$ cat config.mk
export PLATFORM = sky130hd
export DESIGN_NAME = spi_controller
export DESIGN_NICKNAME = d
export VERILOG_FILES = /design/src/rtl/spi_controller.sv
export SDC_FILE = /design/constraint.sdc
export NUM_CORES = 1
export LEC_CHECK = 0
export ABC_AREA = 1
export CAP_MARGIN = 20
export CORE_UTILIZATION = 45
export CTS_CLUSTER_DIAMETER = 30
export DETAILED_ROUTE_END_ITERATION = 10
export PLACE_DENSITY = 0.77
export SETUP_SLACK_MARGIN = 0.4
export SYNTH_ARGS = -nofsm -noshare
export SYNTH_HDL_FRONTEND = slang
export SYNTH_SLANG_ARGS = --single-unit
$ cat constraint.sdc
create_clock -name clk -period 1.5 [get_ports clk]
set_input_delay 0.3 -clock clk [delete_from_list [all_inputs] [get_ports clk]]
set_output_delay 0.3 -clock clk [all_outputs]
set_load 0.05 [all_outputs]
$ cat src/rtl/spi_controller.sv
// SPI master, mode 0 (CPOL=0, CPHA=0), MSB first, one WIDTH-bit word per transaction.
// Frame: LEAD half-period, WIDTH sclk pulses, one idle-low half-period, TRAIL half-period.
module spi_controller #(
   parameter int WIDTH       = 8,
   parameter int HALF_PERIOD = 2
) (
   input  logic             clk,
   input  logic             reset_n,
   input  logic             start,
   input  logic [WIDTH-1:0] txData,
   output logic [WIDTH-1:0] rxData,
   output logic             busy,
   output logic             done,
   output logic             sclk,
   output logic             cs_n,
   output logic             mosi,
   input  logic             miso
);

   localparam int BW = $clog2(WIDTH + 1);
   localparam int DW = $clog2(HALF_PERIOD + 1);
   localparam logic [BW-1:0] LAST_BIT = BW'(WIDTH);
   localparam logic [DW-1:0] DIV_LAST = DW'(HALF_PERIOD - 1);

   typedef enum logic [1:0] {IDLE, LEAD, SHIFT, TRAIL} state_t;

   state_t           state;
   logic [WIDTH-1:0] txReg;
   logic [WIDTH-1:0] rxReg;
   logic [BW-1:0]    bitCnt;
   logic [DW-1:0]    divCnt;
   logic             halfTick;

   assign halfTick = (divCnt == DIV_LAST);

   always_ff @(posedge clk or negedge reset_n) begin
      if (!reset_n) begin
         state  <= IDLE;
         txReg  <= '0;
         rxReg  <= '0;
         rxData <= '0;
         bitCnt <= '0;
         divCnt <= '0;
         busy   <= 1'b0;
         done   <= 1'b0;
         sclk   <= 1'b0;
         cs_n   <= 1'b1;
         mosi   <= 1'b0;
      end else begin
         done <= 1'b0;
         case (state)
            IDLE: begin
               divCnt <= '0;
               bitCnt <= '0;
               mosi   <= 1'b0;
               if (start) begin
                  txReg <= txData;
                  rxReg <= '0;
                  mosi  <= txData[WIDTH-1];
                  cs_n  <= 1'b0;
                  busy  <= 1'b1;
                  state <= LEAD;
               end
            end

            // First rising edge; miso is sampled on the same clk edge that raises sclk.
            LEAD: begin
               if (halfTick) begin
                  divCnt <= '0;
                  sclk   <= 1'b1;
                  rxReg  <= {rxReg[WIDTH-2:0], miso};
                  bitCnt <= bitCnt + 1'b1;
                  state  <= SHIFT;
               end else begin
                  divCnt <= divCnt + 1'b1;
               end
            end

            SHIFT: begin
               if (halfTick) begin
                  divCnt <= '0;
                  if (sclk) begin
                     sclk <= 1'b0;
                     if (bitCnt != LAST_BIT) begin
                        txReg <= {txReg[WIDTH-2:0], 1'b0};
                        mosi  <= txReg[WIDTH-2];
                     end
                  end else if (bitCnt == LAST_BIT) begin
                     // sclk has already stayed low one half-period after the last fall
                     state <= TRAIL;
                  end else begin
                     sclk   <= 1'b1;
                     rxReg  <= {rxReg[WIDTH-2:0], miso};
                     bitCnt <= bitCnt + 1'b1;
                  end
               end else begin
                  divCnt <= divCnt + 1'b1;
               end
            end

            TRAIL: begin
               if (halfTick) begin
                  divCnt <= '0;
                  bitCnt <= '0;
                  cs_n   <= 1'b1;
                  busy   <= 1'b0;
                  done   <= 1'b1;
                  mosi   <= 1'b0;
                  rxData <= rxReg;
                  state  <= IDLE;
               end else begin
                  divCnt <= divCnt + 1'b1;
               end
            end

            default: state <= IDLE;
         endcase
      end
   end

endmodule

==> impl_metrics.py <==
metrics = {
    "final_layout": {
        "fin_cells": 346,
        "drive_gt1_frac": 0.412,
        "final_common_cell": "nand2_1",
        "finalNetCount": 316,
        "area_growth_pct": 58.4,
        "design_area_sq_um": 2990,
        "n_antenna_cell": 0,
        "final_cell_mix": "nand2_1, dfrtp_1, nand2_2, buf_4, buf_12",
    },
    "critical_path": {
        "reg2reg_slack_ns": 0.03,
        "critical_path_required_ns": 1.70,
        "critPathMaxFanout": 8,
        "r2r-start": "state[1]$_DFFE_PN0P_",
        "reg2reg_depth": 8,
        "critPathLaunchType": "flop",
        "r2r_end": "rxReg[3]$_DFFE_PN0P_",
        "critPathLaunch": "state[1]$_DFFE_PN0P_",
        "crit_arrival_ns": 1.67,
        "path_class": "flop to flop",
        "cp-end-kind": "flop",
    },
    "global_route": {
        "overflow": 0,
        "grt_usage": 0.225,
        "grt_antenna_before_repair": 0,
        "grt_pass1_vias": 1671,
        "grt_start_max_net_pins": 26,
        "grt_pass1_wl_microns": 7350,
    },
    "place": {
        "gp_congestion": 0.798,
        "dp_cells": 325,
        "port-buffer-count": 24,
        "dp_hpwl_microns": 2990,
        "place_area_sq_um": 2510,
    },
    "power_and_ir_drop": {
        "p_leak_nw": 1.45,
        "ir_drop_mv": 1.08,
        "power.density_nw_per_um2": 2290,
        "finalPower_w": 0.00684,
    },
    "floorplan": {
        "dieArea_sq_um": 4460,
        "dieHeight_microns": 66.8,
        "core_area_sq_um": 4000,
        "rows": 23,
        "start_util": 0.472,
        "io_pins": 25,
        "die_w_microns": 66.8,
    },
    "synthesis": {
        "synth.avg_cell_area_sq_um": 7.87,
        "yosysWarnings": 0,
        "ys_seq_elements": 36,
        "syn_nets": 261,
        "syn-instance-count": 240,
        "synthesis.area_sq_um": 1890,
        "seq_area_frac_synth": 0.478,
        "synthDistinctLibCells": 25,
    },
    "route": {
        "drc_errors": 2,
        "routed_wl_microns": 4850,
        "dr_total_vias": 1759,
        "drt-vias-per-instance": 5.08,
        "firstDrtPassIters": 7,
        "drtIter0Drc": 107,
        "ant_nets": 0,
        "routedWlPerCell_microns": 14.0,
    },
    "timing": {
        "drv_slew": 0,
        "period_share": 0.979,
        "fmax_ghz": 0.681,
        "worst_pin_slew_ns": 0.389,
        "hold_ws_ns": 0.327,
        "finClkSkew_ns": 0.00873,
        "slew_headroom": 0.739,
        "fin_setup_tns_ns": 0,
        "setup_viol": 0,
        "min_period_ns": 1.47,
        "hold_viol_final": 0,
        "rsz0062_at_grt": "yes",
    },
    "clock_network": {
        "clk_path_buf_depth": 2,
        "cts_buffers": 5,
        "h-tree-depth": 2,
        "clock_latency_ns": 0.30,
        "path_clk_slew_ns": 0.08,
        "clockRootBuffer": "clkbuf_8",
        "cts_tree": "done",
        "cts_sinks": 36,
    },
    "run_status": {
        "violations": "design-rule violations",
        "status": "finished, violations left",
    },
    "run": {
        "maxCapViolCount": 0,
    },
    "hold_path": {
        "holdCritPathClass": "input pin to async pin",
    },
}
[through the flow]
step,worst slack [ns],util
global placement,-0.0283,0.628
detailed placement,-0.0868,0.628
CTS,0.0430,0.694
floorplan,0.168,-
global route,-0.0617,0.748
finish,0.0318,0.748
[repair_timing]
item	CTS	global route
resized for setup	28	55
cloned	0	0
hold endpoints to repair	0	0
endpoints found under the setup margin	47	47
buffers inserted	7	6
pin swaps	12	38
hold buffers	0	0
[state kept, by name, indices dropped and copies added, names as in the netlist]
| name | count |
|---|---|
| rxReg | 8 |
| mosi | 1 |
| divCnt | 2 |
| busy | 1 |
| cs_n | 1 |
| state | 2 |
| rxData | 8 |
| txReg | 7 |
| done | 1 |
| bitCnt | 4 |
| sclk | 1 |
[report_power, final]
| group | internal (W) | leakage (nW) | switching [W] | total (W) |
|---|---|---|---|---|
| clock network | 0.000493 | 0.0552 | 0.000360 | 0.000853 |
| logic | 0.00192 | 0.931 | 0.00240 | 0.00432 |
| registers | 0.00132 | 0.465 | 0.000346 | 0.00166 |
[worst max path at each step]
stage / endpoint / cells after the start
after detailed placement: state[1]$_DFFE_PN0P_ / 8
after global placement: rxReg[4]$_DFFE_PN0P_ / 8
after floorplan: txReg[0]$_DFFE_PN0P_ / 7
final: rxReg[3]$_DFFE_PN0P_ / 8
after CTS: rxReg[6]$_DFFE_PN0P_ / 8
after global routing: txReg[1]$_DFFE_PN0P_ / 7
[cell usage after synthesis]
cell type	n	area share
a31oi_1	1	0.0033
clkinv_1	1	0.0020
buf_4	1	0.0040
nand3_1	13	0.034
o21ai_1	1	0.0026
ha_1	9	0.060
nand3b_1	9	0.036
clkbuf_1	1	0.0020
nand2_2	3	0.0099
nand4_2	1	0.0066
a21oi_1	2	0.0053
a21oi_4	1	0.0086
nor3_1	1	0.0026
nor2_2	2	0.0066
o21ai_0	8	0.021
a21boi_0	1	0.0040
inv_1	18	0.036
o211ai_1	1	0.0040
dfrtp_1	35	0.46
dfstp_2	1	0.014
nor2_1	13	0.026
nor2_4	3	0.018
nand3_2	1	0.0053
inv_2	2	0.0040
nand2_1	111	0.22
[worst max-delay path: stages (launching register included)]
cell,delay (ns)
dfrtp_2,0.48
inv_4,0.08
ha_4,0.18
nor2_4,0.15
nor2_4,0.07
nor2_4,0.15
nand2_4,0.11
nand2_1,0.08
nand2_1,0.06
[logic make-up after synthesis]
family,synth area share
AOI/OAI and AO/OA,0.0490
adders and majority gates,0.0596
buffers and inverters,0.0477
DFF,0.478
and+or+nand+nor,0.366
[final cells by class]
type	count	area [sq um]
clock buffer	6	72.6
clock inverter	2	35.0
fill	258	1010
inverter	21	103
multi-input combinational	181	1180
sequential	36	908
tap	50	62.6
timing repair buffer	50	624
[routing by layer]
layer / track usage / vias to the layer above / share of wire
li1: - / 868 / -
met1: 0.270 / 850 / 0.43
met2: 0.372 / 35 / 0.52
met3: 0.0685 / 6 / 0.034
met4: 0.0878 / 0 / 0.012
met5: 0 / - / 0
Power figures use the tool's default switching activity.
